### config.mk
export PLATFORM = sky130hd
export DESIGN_NAME = control_unit
export DESIGN_NICKNAME = d
export VERILOG_FILES = /design/src/rtl/control_unit_pkg.sv /design/src/rtl/control_unit_ctrl_decode.sv /design/src/rtl/control_unit.sv
export SDC_FILE = /design/constraint.sdc
export NUM_CORES = 1
export LEC_CHECK = 0
export ABC_AREA = 0
export CAP_MARGIN = 10
export CORE_MARGIN = 10
export CORE_UTILIZATION = 29
export DETAILED_ROUTE_END_ITERATION = 10
export DONT_BUFFER_PORTS = 1
export PLACE_DENSITY = 0.53
export SLEW_MARGIN = 20
export SYNTH_ARGS = -nofsm -noshare
export SYNTH_HDL_FRONTEND = slang
export SYNTH_SLANG_ARGS = --single-unit
### constraint.sdc
create_clock -name CLK -period 4.7 [get_ports CLK]
set_input_delay 1.175 -clock CLK [delete_from_list [all_inputs] [get_ports CLK]]
set_output_delay 1.175 -clock CLK [all_outputs]
set_load 0.05 [all_outputs]
### src/rtl/control_unit_pkg.sv
// control_unit_pkg: shared definitions for the cs147sec05 sequencer.
//   - state_t        : 3-bit binary sequencer state (FETCH=0 .. WB=4)
//   - opcode / funct : instruction field codes
//   - ALU op codes and datapath selector encodings
//   - ctrl_fields_t  : named view of the control word, packed by pack_ctrl()
//   - r_alu_op / i_alu_op : ALU operation implied by an R-type funct or an
//     I-type opcode (ALU_NONE when the instruction does not use the ALU in EXE)
package control_unit_pkg;

    typedef enum logic [2:0] {
        ST_FETCH  = 3'd0,
        ST_DECODE = 3'd1,
        ST_EXE    = 3'd2,
        ST_MEM    = 3'd3,
        ST_WB     = 3'd4
    } state_t;

    // Width of the control word produced by the decoder
    localparam int CTRL_BITS = 32;

    // Opcodes
    localparam logic [5:0] OP_RTYPE = 6'h00;
    localparam logic [5:0] OP_JMP   = 6'h02;
    localparam logic [5:0] OP_JAL   = 6'h03;
    localparam logic [5:0] OP_BEQ   = 6'h04;
    localparam logic [5:0] OP_BNE   = 6'h05;
    localparam logic [5:0] OP_ADDI  = 6'h08;
    localparam logic [5:0] OP_SLTI  = 6'h0a;
    localparam logic [5:0] OP_ANDI  = 6'h0c;
    localparam logic [5:0] OP_ORI   = 6'h0d;
    localparam logic [5:0] OP_LUI   = 6'h0f;
    localparam logic [5:0] OP_PUSH  = 6'h1b;
    localparam logic [5:0] OP_POP   = 6'h1c;
    localparam logic [5:0] OP_MULI  = 6'h1d;
    localparam logic [5:0] OP_LW    = 6'h23;
    localparam logic [5:0] OP_SW    = 6'h2b;

    // R-type functs
    localparam logic [5:0] FN_SLL = 6'h01;
    localparam logic [5:0] FN_SRL = 6'h02;
    localparam logic [5:0] FN_JR  = 6'h08;
    localparam logic [5:0] FN_ADD = 6'h20;
    localparam logic [5:0] FN_SUB = 6'h22;
    localparam logic [5:0] FN_AND = 6'h24;
    localparam logic [5:0] FN_OR  = 6'h25;
    localparam logic [5:0] FN_NOR = 6'h27;
    localparam logic [5:0] FN_SLT = 6'h2a;
    localparam logic [5:0] FN_MUL = 6'h2c;

    // ALU operations
    localparam logic [5:0] ALU_NONE = 6'd0;
    localparam logic [5:0] ALU_ADD  = 6'd1;
    localparam logic [5:0] ALU_SUB  = 6'd2;
    localparam logic [5:0] ALU_MUL  = 6'd3;
    localparam logic [5:0] ALU_SRL  = 6'd4;
    localparam logic [5:0] ALU_SLL  = 6'd5;
    localparam logic [5:0] ALU_AND  = 6'd6;
    localparam logic [5:0] ALU_OR   = 6'd7;
    localparam logic [5:0] ALU_NOR  = 6'd8;
    localparam logic [5:0] ALU_SLT  = 6'd9;

    // Datapath selector encodings
    localparam logic [1:0] PC_SEL_NEXT   = 2'b00;
    localparam logic [1:0] PC_SEL_BRANCH = 2'b01;
    localparam logic [1:0] PC_SEL_REG    = 2'b10;
    localparam logic [1:0] PC_SEL_JUMP   = 2'b11;
    localparam logic [1:0] WA_RD         = 2'b00;
    localparam logic [1:0] WA_RT         = 2'b01;
    localparam logic [1:0] WA_R31        = 2'b10;
    localparam logic [1:0] WA_R29        = 2'b11;
    localparam logic [1:0] WD_ALU        = 2'b00;
    localparam logic [1:0] WD_MEM        = 2'b01;
    localparam logic [1:0] WD_PC1        = 2'b10;
    localparam logic [1:0] WD_IMM        = 2'b11;
    localparam logic       OP1_R1        = 1'b0;
    localparam logic       OP1_SP        = 1'b1;
    localparam logic [1:0] OP2_R2        = 2'b00;
    localparam logic [1:0] OP2_SEXT      = 2'b01;
    localparam logic [1:0] OP2_ZEXT      = 2'b10;
    localparam logic [1:0] OP2_ONE       = 2'b11;
    localparam logic [1:0] MA_PC         = 2'b00;
    localparam logic [1:0] MA_ALU        = 2'b01;
    localparam logic [1:0] MA_SP         = 2'b10;
    localparam logic       MD_R2         = 1'b0;
    localparam logic       MD_R1         = 1'b1;

    typedef struct packed {
        logic       pc_load;
        logic [1:0] pc_sel;
        logic       ir_load;
        logic       reg_r;
        logic       reg_w;
        logic [1:0] wa_sel;
        logic [1:0] wd_sel;
        logic       op1_sel;
        logic [1:0] op2_sel;
        logic [5:0] alu_op;
        logic [1:0] ma_sel;
        logic       md_sel;
        logic       sp_load;
    } ctrl_fields_t;

    // Place each named field at its bit position; bit 4 and bits 31:24 stay 0
    function automatic logic [CTRL_BITS-1:0] pack_ctrl(input ctrl_fields_t f);
        logic [CTRL_BITS-1:0] w;
        w        = '0;
        w[0]     = f.pc_load;
        w[2:1]   = f.pc_sel;
        w[3]     = f.ir_load;
        w[5]     = f.reg_r;
        w[6]     = f.reg_w;
        w[8:7]   = f.wa_sel;
        w[10:9]  = f.wd_sel;
        w[11]    = f.op1_sel;
        w[13:12] = f.op2_sel;
        w[19:14] = f.alu_op;
        w[21:20] = f.ma_sel;
        w[22]    = f.md_sel;
        w[23]    = f.sp_load;
        return w;
    endfunction

    // jr is deliberately absent: it uses no ALU operation
    function automatic logic [5:0] r_alu_op(input logic [5:0] funct);
        case (funct)
            FN_ADD:  return ALU_ADD;
            FN_SUB:  return ALU_SUB;
            FN_MUL:  return ALU_MUL;
            FN_AND:  return ALU_AND;
            FN_OR:   return ALU_OR;
            FN_NOR:  return ALU_NOR;
            FN_SLT:  return ALU_SLT;
            FN_SLL:  return ALU_SLL;
            FN_SRL:  return ALU_SRL;
            default: return ALU_NONE;
        endcase
    endfunction

    // lw/sw compute their address with add; branches compare with sub
    function automatic logic [5:0] i_alu_op(input logic [5:0] opcode);
        case (opcode)
            OP_ADDI, OP_LW, OP_SW: return ALU_ADD;
            OP_MULI:               return ALU_MUL;
            OP_ANDI:               return ALU_AND;
            OP_ORI:                return ALU_OR;
            OP_SLTI:               return ALU_SLT;
            OP_BEQ, OP_BNE:        return ALU_SUB;
            default:               return ALU_NONE;
        endcase
    endfunction

endpackage

### src/rtl/control_unit_ctrl_decode.sv
// ctrl_decode: combinational map (state, opcode, funct, zero) -> control word
// and memory strobes for the cs147sec05 sequencer.
//   state     in  state_t : current sequencer state (5..7 give all-zero outputs)
//   opcode    in  6       : INSTRUCTION[31:26]
//   funct     in  6       : INSTRUCTION[5:0]
//   zero      in  1       : ALU zero flag, used only for branches in WB
//   ctrl_word out 32      : datapath control word
//   read      out 1       : memory read strobe
//   write     out 1       : memory write strobe
module ctrl_decode
    import control_unit_pkg::*;
(
    input  state_t                 state,
    input  logic [5:0]             opcode,
    input  logic [5:0]             funct,
    input  logic                   zero,
    output logic [CTRL_BITS-1:0]   ctrl_word,
    output logic                   read,
    output logic                   write
);

    ctrl_fields_t f;
    logic [5:0]   r_op;
    logic [5:0]   i_op;
    logic         is_rtype;

    always_comb begin
        f        = '0;
        read     = 1'b0;
        write    = 1'b0;
        r_op     = r_alu_op(funct);
        i_op     = i_alu_op(opcode);
        is_rtype = (opcode == OP_RTYPE);

        case (state)
            ST_FETCH: begin
                read      = 1'b1;
                f.ma_sel  = MA_PC;
                f.ir_load = 1'b1;
            end

            ST_DECODE: f.reg_r = 1'b1;

            ST_EXE: begin
                if (is_rtype) begin
                    if (r_op != ALU_NONE) begin
                        f.alu_op = r_op;
                        // Shift amount reaches the ALU through the immediate path
                        f.op2_sel = (funct == FN_SLL || funct == FN_SRL) ? OP2_SEXT : OP2_R2;
                    end
                end else if (i_op != ALU_NONE) begin
                    f.alu_op = i_op;
                    case (opcode)
                        OP_BEQ, OP_BNE:  f.op2_sel = OP2_R2;
                        OP_ANDI, OP_ORI: f.op2_sel = OP2_ZEXT;
                        default:         f.op2_sel = OP2_SEXT;
                    endcase
                end
            end

            ST_MEM: begin
                case (opcode)
                    OP_LW: begin
                        read     = 1'b1;
                        f.ma_sel = MA_ALU;
                    end
                    OP_SW: begin
                        write    = 1'b1;
                        f.ma_sel = MA_ALU;
                        f.md_sel = MD_R2;
                    end
                    OP_PUSH: begin
                        write    = 1'b1;
                        f.ma_sel = MA_SP;
                        f.md_sel = MD_R1;
                    end
                    OP_POP: begin
                        // Pop reads from sp+1, formed by the ALU this cycle
                        f.op1_sel = OP1_SP;
                        f.op2_sel = OP2_ONE;
                        f.alu_op  = ALU_ADD;
                        read      = 1'b1;
                        f.ma_sel  = MA_ALU;
                    end
                    default: ;
                endcase
            end

            ST_WB: begin
                f.pc_load = 1'b1;
                case (opcode)
                    OP_RTYPE: begin
                        if (funct == FN_JR) begin
                            f.pc_sel = PC_SEL_REG;
                        end else if (r_op != ALU_NONE) begin
                            f.reg_w  = 1'b1;
                            f.wa_sel = WA_RD;
                            f.wd_sel = WD_ALU;
                        end
                    end
                    OP_ADDI, OP_MULI, OP_ANDI, OP_ORI, OP_SLTI: begin
                        f.reg_w  = 1'b1;
                        f.wa_sel = WA_RT;
                        f.wd_sel = WD_ALU;
                    end
                    OP_LW: begin
                        f.reg_w  = 1'b1;
                        f.wa_sel = WA_RT;
                        f.wd_sel = WD_MEM;
                    end
                    OP_LUI: begin
                        f.reg_w  = 1'b1;
                        f.wa_sel = WA_RT;
                        f.wd_sel = WD_IMM;
                    end
                    OP_BEQ: if (zero)  f.pc_sel = PC_SEL_BRANCH;
                    OP_BNE: if (!zero) f.pc_sel = PC_SEL_BRANCH;
                    OP_JMP: f.pc_sel = PC_SEL_JUMP;
                    OP_JAL: begin
                        f.pc_sel = PC_SEL_JUMP;
                        f.reg_w  = 1'b1;
                        f.wa_sel = WA_R31;
                        f.wd_sel = WD_PC1;
                    end
                    OP_PUSH: begin
                        f.sp_load = 1'b1;
                        f.op1_sel = OP1_SP;
                        f.op2_sel = OP2_ONE;
                        f.alu_op  = ALU_SUB;
                    end
                    OP_POP: begin
                        f.reg_w   = 1'b1;
                        f.wa_sel  = WA_RT;
                        f.wd_sel  = WD_MEM;
                        f.sp_load = 1'b1;
                        f.op1_sel = OP1_SP;
                        f.op2_sel = OP2_ONE;
                        f.alu_op  = ALU_ADD;
                    end
                    default: ;
                endcase
            end

            default: ;
        endcase

        ctrl_word = pack_ctrl(f);
    end

endmodule

### src/rtl/control_unit.sv
// control_unit: five-state instruction sequencer for the cs147sec05 processor.
// Steps FETCH -> DECODE -> EXE -> MEM -> WB -> FETCH unconditionally and
// drives the datapath control word and memory strobes from the current state
// and the instruction register.
//   CLK         in  1      : clock, rising edge
//   RST         in  1      : asynchronous active-high reset (forces FETCH,
//                            holds all outputs at 0 while asserted)
//   INSTRUCTION in  32     : instruction register contents
//   ZERO        in  1      : ALU zero flag
//   CTRL        out CTRL_W : datapath control word
//   READ        out 1      : memory read strobe
//   WRITE       out 1      : memory write strobe
module control_unit
    import control_unit_pkg::*;
#(
    parameter int CTRL_W = 32
) (
    input  logic              CLK,
    input  logic              RST,
    input  logic [31:0]       INSTRUCTION,
    input  logic              ZERO,
    output logic [CTRL_W-1:0] CTRL,
    output logic              READ,
    output logic              WRITE
);

    state_t                 state_reg;
    state_t                 state_next;
    logic [CTRL_BITS-1:0]   dec_ctrl;
    logic                   dec_read;
    logic                   dec_write;
    logic [CTRL_BITS-1:0]   ctrl_gated;

    // Register and immediate fields are consumed by the datapath, not here
    logic unused_instr_bits;
    assign unused_instr_bits = ^INSTRUCTION[25:6];

    // State register
    always_ff @(posedge CLK or posedge RST) begin
        if (RST) begin
            state_reg <= ST_FETCH;
        end else begin
            state_reg <= state_next;
        end
    end

    // Next-state logic; unreachable encodings recover to FETCH
    always_comb begin
        state_next = ST_FETCH;
        case (state_reg)
            ST_FETCH:  state_next = ST_DECODE;
            ST_DECODE: state_next = ST_EXE;
            ST_EXE:    state_next = ST_MEM;
            ST_MEM:    state_next = ST_WB;
            ST_WB:     state_next = ST_FETCH;
            default:   state_next = ST_FETCH;
        endcase
    end

    ctrl_decode u_decode (
        .state     (state_reg),
        .opcode    (INSTRUCTION[31:26]),
        .funct     (INSTRUCTION[5:0]),
        .zero      (ZERO),
        .ctrl_word (dec_ctrl),
        .read      (dec_read),
        .write     (dec_write)
    );

    // Output logic: the state register already sits in FETCH during reset, so
    // the FETCH strobes must be masked until RST drops.
    always_comb begin
        ctrl_gated = RST ? '0 : dec_ctrl;
        READ       = RST ? 1'b0 : dec_read;
        WRITE      = RST ? 1'b0 : dec_write;
    end

    // Fit the decoded word to CTRL_W, zero-padding any extra high bits
    for (genvar gi = 0; gi < CTRL_W; gi++) begin : g_ctrl_bit
        if (gi < CTRL_BITS) begin : g_used
            assign CTRL[gi] = ctrl_gated[gi];
        end else begin : g_pad
            assign CTRL[gi] = 1'b0;
        end
    end

endmodule

# ---- After elaboration in Yosys (flattened, before gate mapping)
# Cells that the tools add are included.
dict set report word_totals {
  ff_bits 3
  wordCells 79
}
dict set report classes {
  eq_ne 28
  muxes 36
  n_reduce_logical 14
}
# operator count
set op_table {}
lappend op_table {{== test 6 bit, second input constant} 9}
lappend op_table {{== test 6 x 4 -> 1 bit, second input constant} 6}
lappend op_table {{case mux 4 bit (9 select lines)} 1}
lappend op_table {{case mux 5 bit (5 select lines)} 1}
lappend op_table {{2-to-1 mux 24 bit} 1}
lappend op_table {{2-to-1 mux 8 bit} 3}
lappend op_table {{case mux 4 bit (6 select lines)} 1}
lappend op_table {{case mux 8 bit (3 select lines)} 1}
lappend op_table {{== test 6 x 2 -> 1 bit, second input constant} 3}
lappend op_table {{== test 6 x 5 -> 1 bit, second input constant} 3}
lappend op_table {{case mux 9 bit (2 select lines)} 1}
lappend op_table {{2-to-1 mux 5 bit} 3}
lappend op_table {{2-to-1 mux 1 bit} 14}
lappend op_table {{== test 6 x 3 -> 1 bit, second input constant} 2}
lappend op_table {{case mux 3 bit (4 select lines)} 1}
lappend op_table {{nonzero test 6 bit} 2}
lappend op_table {{OR reduction 2 bit} 6}
lappend op_table {{2-to-1 mux 9 bit} 1}
lappend op_table {{case mux 2 bit (2 select lines)} 2}
lappend op_table {{case mux 2 bit (4 select lines)} 1}
lappend op_table {{== test 3 x 2 -> 1 bit, second input constant} 2}
lappend op_table {{== test 6 x 1 -> 1 bit, second input constant} 1}
lappend op_table {{zero test 6 bit} 1}
lappend op_table {{OR reduction 3 bit} 2}
lappend op_table {{8 further kinds} 10}

# ---- Longest topological paths before layout
# Gate-level depths: netlist of run 1.
dict set report logic_depth {
  ltp_word 8
  depth_mapped 7
}

# ---- By module
# A second synthesis of run 1 with hierarchy kept.
dict set report hier_totals {
  hier_cells 194
  hier_area_um2 1308.8
}
# mod n_inst cells_per_inst area_each_um2 seq_area_each_um2
set modules_own_cells {}
lappend modules_own_cells {ctrl_decode 1 148 947.2 0.0}
lappend modules_own_cells {control_unit 1 46 361.6 75.1}

# ---- Worst setup path before layout of run 1
# No wires, ideal clock.
dict set report synth_timing {
  path_kind {input to output}
  startpoint {input port RST}
  endpoint {output port CTRL[22]}
  t_arrival_ns 3.627
  setup_slack_ns -0.102
  path_stages 5
  n_path_buf 2
  cell_sequence {clkbuf_1 > nor2_1 > nand3_1 > nor4_1 > buf_4}
}
dict set report synth_between {
  elab_chain_len 1
}
# element line
set synth_lines {}
lappend synth_lines {{start: declaration} control_unit.sv:19} ;# input logic RST,
lappend synth_lines {{2-to-1 mux 24 bit} control_unit.sv:73} ;# ctrl_gated = RST ? '0 : dec_ctrl;
lappend synth_lines {{end: declaration} control_unit.sv:22} ;# output logic [CTRL_W-1:0] CTRL,
# Every way passes these cells.

# ---- Worst setup path after layout of run 1
dict set report layout_timing {
  startpoint {input port INSTRUCTION[30]}
  endpoint {output port CTRL[14]}
}
dict set report layout_between {
  elab_chain_len 8
  elab_cells_between_ends 22
}
# element line
set layout_lines {}
lappend layout_lines {{start: declaration} control_unit.sv:20} ;# input logic [31:0] INSTRUCTION,
lappend layout_lines {{== test 6 x 4 -> 1 bit (tied with other cells)} control_unit_pkg.sv:141} ;# case (opcode)
lappend layout_lines {{OR reduction 3 bit or OR reduction 2 bit (tied branches)} control_unit_pkg.sv:141}
lappend layout_lines {{case mux 4 bit (6 select lines)} control_unit_pkg.sv:141}
lappend layout_lines {{nonzero test 6 bit} control_unit_ctrl_decode.sv:51} ;# end else if (i_op != ALU_NONE) begin
lappend layout_lines {{2-to-1 mux 8 bit} control_unit_ctrl_decode.sv:51}
lappend layout_lines {{2-to-1 mux 8 bit} control_unit_ctrl_decode.sv:45} ;# if (is_rtype) begin
lappend layout_lines {{case mux 8 bit (3 select lines) *} control_unit_ctrl_decode.sv:35} ;# case (state)
lappend layout_lines {{2-to-1 mux 24 bit *} control_unit.sv:73}
# Mark *: on every way between the ends. The rest lies on a longest branch, timed or not.

==> results.txt, run 1 <==
69 I/O pins were placed. Summed over all nets, the half-perimeter wirelength after detailed placement is 2530 um. The final cycle utilization of the critical path was 0.801; the overflow left after global routing was 0.

The via count of the first global-routing pass was 1071. The tightest slew margin relative to the limit was 0.396. Count of flip-flops with a built-in enable after synthesis: 0. The deepest level of the CTS H-tree is 1, and the final-stage net count is 209.

The tools report the insertion delay of the later-clocked pin in the worst-skew pair as 220 ps. The multi-input combinational cells in the finished layout cover a total of 860 um^2. The number of instances in the placed design was 215.

Of all nets on the critical path, the largest fanout is 10. The tools report the initial DRC count as 30. The post-synthesis async set-or-reset flop share is 1.00. The count of nets left with antenna violations once routing finished came out at 0. The initial antenna violation count was 0; the CTS buffer count was 3.

Count of endpoints failing hold in the final timing report: 0. Dividing the detail-routed wire length by the instance count gives 14.3 um. The endpoint arrival time on the critical path is 2590 ps, and the worst hold margin is 580 ps. The worst setup path is launched from an input port. In the final timing run, aggregate negative setup slack is 0 ps. Dividing the synthesized area by the synthesized cell count gives 6.37 um^2.

Count of final max-slew check failures: 0. The sequential share of the synthesized area is 0.0706, and the area share of the largest cell type after synthesis is 0.0988. On the final layout, the worst clock skew is 5.58 ps. The flip-flop count of the largest register, all copies and words added works out to 3.

For the final-layout fill cell count, the log shows 392. Clock tree synthesis found a total of 3 sinks. Measured along the x axis, the die boundary spans 80.6 um.

Gates resized during post-CTS repair numbered 0. The run gives 0.0943 as the total track usage. In this design, the stage delay of the slowest critical-path cell is 600 ps. The final setup violation count was 0; the internal power of the cells was 102 uW.

After synthesis, the cell types taking the most area are buf_4 (9.9%), a21oi_1 (8.0%), dfrtp_1 (7.1%). The clock slew seen by the registers of the worst setup and hold paths is 30 ps, and the area inside the core boundary is 3440 um^2. The count of state elements after synthesis is 3, and the switching power of the nets is 62.4 uW. Data on the critical path is required at its endpoint by 3520 ps. The run gives 0 as the number of DRC violations after detailed routing. The type of the worst min-delay path was flop to flop. The finished layout holds 219 standard cells, fillers aside. The layout cell share with drive strength beyond 1 works out to 0.231.

Net switching fraction of the power: 0.381. Most frequently used cell type in the post-synthesis netlist: nor2_1. For the buffer levels on the longest clock path, the log shows 2.

The critical path goes through and4bb_1, a21oi_1, or3_1, a21o_1, a41oi_2. The first TritonRoute pass finished after 4 iterations. TritonCTS built the clock tree.

IR analysis of the VDD net gives a maximum drop of 0.121 mV. Leading area contributor after synthesis: buf_4. The die covers 6490 um^2. From synthesis to final layout, the design area changed by 13.8%. Subtracting the final worst setup slack from the clock period gives 3770 ps.

STA classifies the critical path endpoint as a primary output. Top flip-flop cell by instance count after synthesis: dfrtp_1. Transition time of the tightest slew-check pin: 902 ps. Dividing the detail-routed via count by the number of cells gives 5.17. The routing usage on met1 came out at 0.114. The cell with the biggest individual delay on the critical path was a41oi_2.

The number of antenna diodes in the final layout is 0. In this run the clock root is driven by a clkbuf_8. The total placed instance area was 1160 um^2; the sum of buffers and inverters on the critical path was 0. By count the netlist is led by nor2_1 (18), a21oi_1 (17), nand2_1 (16).

The synthesized area came out at 1060 um^2. The site row count was 21. Setup repair after global routing left no endpoint under its margin.

Buffers placed on the I/O ports in this run total 0. The logs give 0 for the number of setup buffers added after CTS and 0.0468 for the met3 track demand over resource. For the part of the total power dissipated in the clock network, the log shows 0.458. Max-cap violations in this run came to 0. The initial core utilization came out at 0.309. The static leakage is 0.473 nW.

The relative contribution of combinational cells to total power came out at 0.384. The tools report the cell area after layout as 1210 um^2. Hold repair after CTS inserted 0 buffers. Most congested layer reported by global routing: met2.

The power density of the placed cells works out to 135 nW/um^2. The run finished with clean final reports. The detailed router placed 1132 vias in this run. The number of different library cells used by synthesis comes to 47. The setup path with the least slack is of type input port to primary output.

The first global-routing pass estimated 5120 um of wire. Met2 track utilization from global routing: 0.152. Post-synthesis instance total: 167. The sequential cell fraction of total power is 0.159.

During synthesis, Yosys emitted a total of 0 warnings. Grouping stages by cell kind, the critical path spends the most delay in compound AO/OA/AOI/OAI gates. For the routed wire length, the log shows 3140 um. Final estimated routing congestion in global placement: 0.783. Summing all flip-flop and latch instances after layout gives 75.1 um^2.

The die is 80.6 um tall. Based on the critical path, the design can be clocked at up to 266 MHz. Entering global routing, the biggest net connects 16 pins. The overall power was 164 uW.
==> routing by layer <==
layer  up-vias  part of all wire
met2        35              0.47
met5         -                 0
met3         0              0.11
met4         0                 0
li1        579                 -
met1       518              0.42
==> per-stage QoR <==
stage	utilization	setup slack, ps
finish	0.352	934
detailed placement	0.338	914
global route	0.352	879
CTS	0.352	914
global placement	0.338	932
floorplan	-	37.1
==> logic make-up (layout without fill, tap and decap cells) <==
| logic type | Yosys count | after routing | synth area share |
|---|---|---|---|
| AOI/OAI and AO/OA | 38 | 38 | 0.229 |
| other | 1 | 11 | 0.00353 |
| buffers and inverters | 35 | 31 | 0.198 |
| DFF | 3 | 3 | 0.0706 |
| xor gates and xnor gates | 6 | 6 | 0.0494 |
| and+or+nand+nor | 84 | 84 | 0.449 |
==> power groups by stage <==
| stage | Combinational [mW] | Sequential, mW | Clock, mW |
|---|---|---|---|
| floorplan | 0.0769 | 0.0263 | 0 |
| global placement | 0.0624 | 0.0263 | 0 |
| detailed placement | 0.0624 | 0.0263 | 0 |
| CTS | 0.0626 | 0.0260 | 0.0767 |
| global route | 0.0686 | 0.0260 | 0.0804 |
| finish | 0.0629 | 0.0260 | 0.0750 |
==> path summary, 6_finish.rpt <==
check,from,end,slack [ps],cells past startpoint
max in group asynchronous,RST,state_reg[0],3850,1
min in group asynchronous,RST,state_reg[2],710,1
setup reg to reg,state_reg[1],state_reg[2],3660,2
hold / removal,state_reg[2],state_reg[1],580,1
hold reg to reg,state_reg[2],state_reg[1],580,1
setup / recovery,INSTRUCTION[30],CTRL[14],930,5
==> layout make-up <==
type	count	area share
inverter	8	0.0248
sequential	3	0.0620
tap	46	0.0476
timing repair buffer	19	0.118
multi-input combinational	139	0.710
clock buffer	4	0.0372
==> cells in the final DEF, fill, tap and decap left out, types with 2 or more instances in the layout <==
cell and count:
nor3_1 4, nand4_1 5, o21ai_1 4, xnor2_1 5, nor2_2 2, conb_1 11, or3_1 2, a31oi_1 2
o221ai_1 2, nor2b_1 3, nor3b_1 3, nor2_1 18, nand2b_1 7, nor4_2 4, dfrtp_1 3, inv_2 3
a21oi_1 17, o21ai_0 3, and3b_1 2, nand3_1 2, inv_1 5, nor3_2 3, and3_1 2, clkbuf_8 3
buf_4 19, nand3b_1 2, or4_1 3, nand2_1 16
Note: power is estimated with default switching activity, not from simulation.
==> run 2, diff against run 1 <==
- PLACE_DENSITY: 0.53 -> 0.54
- clock period: 4.7 -> 3.06 ns (I/O delays scaled with it)
==> run 2 against run 1 <==
Via count grew 3.3%. Largest power group unchanged. Utilization up 3.1 points. First-iteration DRC count increased by 110%. Total power is 57% higher. Setup slack worse by 640 ps. Highest routed layer unchanged. Sequential share of layout area down 0.51 points. Sequential cell count stayed put. Final cell count rose by 2.7%. Largest cell class unchanged.
==> results.txt, run 2 (synthesized netlist as in run 1, its figures left out) <==
The path type of the worst setup path was input port to primary output (unchanged). The startpoint of the most critical register-to-register path was state_reg[1] (unchanged). The run gives 0.164 (was 0.152) as the met2 track utilization from global routing. The tools report the final antenna-violating net count as 0 (unchanged). The endpoint arrival time on the critical path is 2000 ps (was 2590 ps). The most congested layer reported by global routing is met2 (unchanged). Count of endpoints failing hold in the final timing report: 0 (unchanged). TritonCTS built the clock tree.

The buffer levels on the longest clock path is 2 (unchanged). For the via count, the log shows 1169 (was 1132). The run gives 0 (unchanged) as the initial antenna violation count. Pin count of the biggest net entering global routing: 15 (was 16). Based on the critical path, the design can be clocked at up to 361 MHz.

The post-DP HPWL is 2640 um (was 2530 um), and the final setup violation count is 0 (unchanged). The growth of design area from synthesis to finish came out at 23.9% (was 13.8%). End of the worst register-to-register path: state_reg[2] (unchanged). The flow ran to the end, and the final reports show no timing, DRC or antenna violations. For the overflow left after global routing, the log shows 0 (unchanged). The tools report the total negative slack for setup checks as 0 ps (unchanged).

The final-stage net count was 215 (was 209); the detailed-route vias per instance was 5.20 (was 5.17). The tools report the clock tree root buffer cell as clkbuf_8 (unchanged). The smallest clock period supported by the final layout is computed as 2770 ps. The power density of the placed cells is 195 nW/um^2 (was 135 nW/um^2), and the clock slew seen by the registers of the worst setup and hold paths is 30 ps (about the same). The worst clock skew came out at 1.63 ps (was 5.58 ps). The flip-flop count of the largest register, all copies and words added works out to 3 (unchanged). Most common cell after layout, fill and taps aside: buf_4 (unchanged). For the worst hold margin, the log shows 310 ps (was 580 ps).

Deepest level of the CTS H-tree: 1 (unchanged). The number of primary I/O pins was 69 (unchanged). The quantity of hold-fixing buffers added after cts was 0 (unchanged); the final estimated routing congestion in global placement was 0.860 (was 0.783).

The site row count is 21 (unchanged), and the number of cells on the worst reg-to-reg path is 2 (unchanged). The tools report the number of DRC violations after detailed routing as 0 (unchanged). The tools report the number of setup buffers added after CTS as 0 (unchanged). The tools report the nature of the critical path startpoint as an input port (unchanged). The tools report the routed wire length as 3240 um (was 3140 um).

The total of max-cap violations was 0 (unchanged); the vertical die dimension was 80.6 um (unchanged). The tools report the global-route wire length before repair as 5200 um (was 5120 um). The run gives 4 (unchanged) as the detailed-router iteration count before antenna repair.

The TritonCTS sink count is 3 (unchanged), and the data required time at the worst endpoint is 2290 ps (was 3520 ps). Via count of the first global-routing pass: 1136 (was 1071). The run gives 0.523 nW (was 0.473 nW) as the static leakage. Setup repair after global routing left no endpoint under its margin. For the share of the core filled with cells in the final layout, the log shows 0.383 (was 0.352). The tools report the count of antenna diodes in the layout as 0 (unchanged).

The initial core utilization came out at 0.309 (unchanged). The tools report the first element of the critical path as INSTRUCTION[26] (was INSTRUCTION[30]). The logs give 389 (was 392) for the final-layout fill cell count and 0.0945 (was 0.0943) for the total track usage. The type of destination of the critical path is a primary output (unchanged). For the setup slack of the most critical reg-to-reg path, the log shows 2020 ps (was 3660 ps). The area of the die is 6490 um^2 (unchanged), and the layout cell share with drive strength beyond 1 is 0.263 (was 0.231). The horizontal die dimension is 80.6 um (unchanged), and the initial DRC count is 64 (was 30). The type of the worst min-delay path is input port to async pin (was flop to flop). The routing usage on met1 was 0.106 (was 0.114). Commonest cells after routing, fill and taps aside: buf_4 (24), nor2_1 (18), a21oi_1 (17) (was buf_4 (19), nor2_1 (18), a21oi_1 (17)).

The final routed wire length divided by cell count works out to 14.4 um (was 14.3 um). The tools report the largest vdd supply drop as 0.200 mV (was 0.121 mV). The area inside the core boundary was 3440 um^2 (unchanged).

The met3 track demand over resource came out at 0.0323 (was 0.0468). The post-cts gate resize count came out at 0 (unchanged). The count of buffers from port buffering works out to 0 (unchanged).

The largest fanout on the critical path is 10 (unchanged), and the CTS buffer count is 3 (unchanged). Insertion delay of the later-clocked pin in the worst-skew pair: 210 ps (was 220 ps). The overall power was 257 uW (was 164 uW); the final cycle utilization of the critical path was 0.904. The tools report the count of final max-slew check failures as 0 (unchanged).
==> run 2: per-layer routing <==
layer,routed length [um],share of wire
met5,0,0
met2,1500,0.46
met1,1410,0.43
met3,337,0.10
met4,0,0
==> run 2: cell type report <==
class | count | area (um^2) | share of cell area
well taps | 46 | 57.6 | 0.0437
repair buffers | 25 | 200 | 0.152
flip-flops and latches | 3 | 75.1 | 0.0570
inverters | 8 | 32.5 | 0.0247
clock buffers | 4 | 45.0 | 0.0342
multi-input cells | 139 | 907 | 0.689
==> run 2: worst max-delay path, stage by stage <==
cell and delay, ps:
nor3_2 170, and3_1 280, nand4_1 180, a2111oi_4 360
buf_4 250
==> run 2: worst max path at each step <==
stage               end  slack [ps]  cells after the start
6_report       CTRL[17]         290                      5
5_1_grt        CTRL[15]         180                      5
4_1_cts        CTRL[17]         280                      5
3_5_place_dp   CTRL[17]         290                      5
3_3_place_gp   CTRL[17]         290                      5
2_1_floorplan  CTRL[22]        -270                      5
==> run 2: stage by stage <==
| step | std cells | setup slack [ps] | area (um^2) |
|---|---|---|---|
| finish | 225 | 292 | 1320 |
| floorplan | 177 | -268 | 1190 |
| global route | 225 | 177 | 1320 |
| global placement | 221 | 288 | 1270 |
| detailed placement | 221 | 289 | 1270 |
| CTS | 225 | 279 | 1320 |
==> run 2: where the power goes <==
| group | switching, mW | total (mW) | internal [mW] |
|---|---|---|---|
| combinational | 0.0741 | 0.105 | 0.0305 |
| sequential | 0 | 0.0400 | 0.0400 |
| clock | 0.0237 | 0.112 | 0.0886 |
| total | 0.0978 | 0.257 | 0.159 |
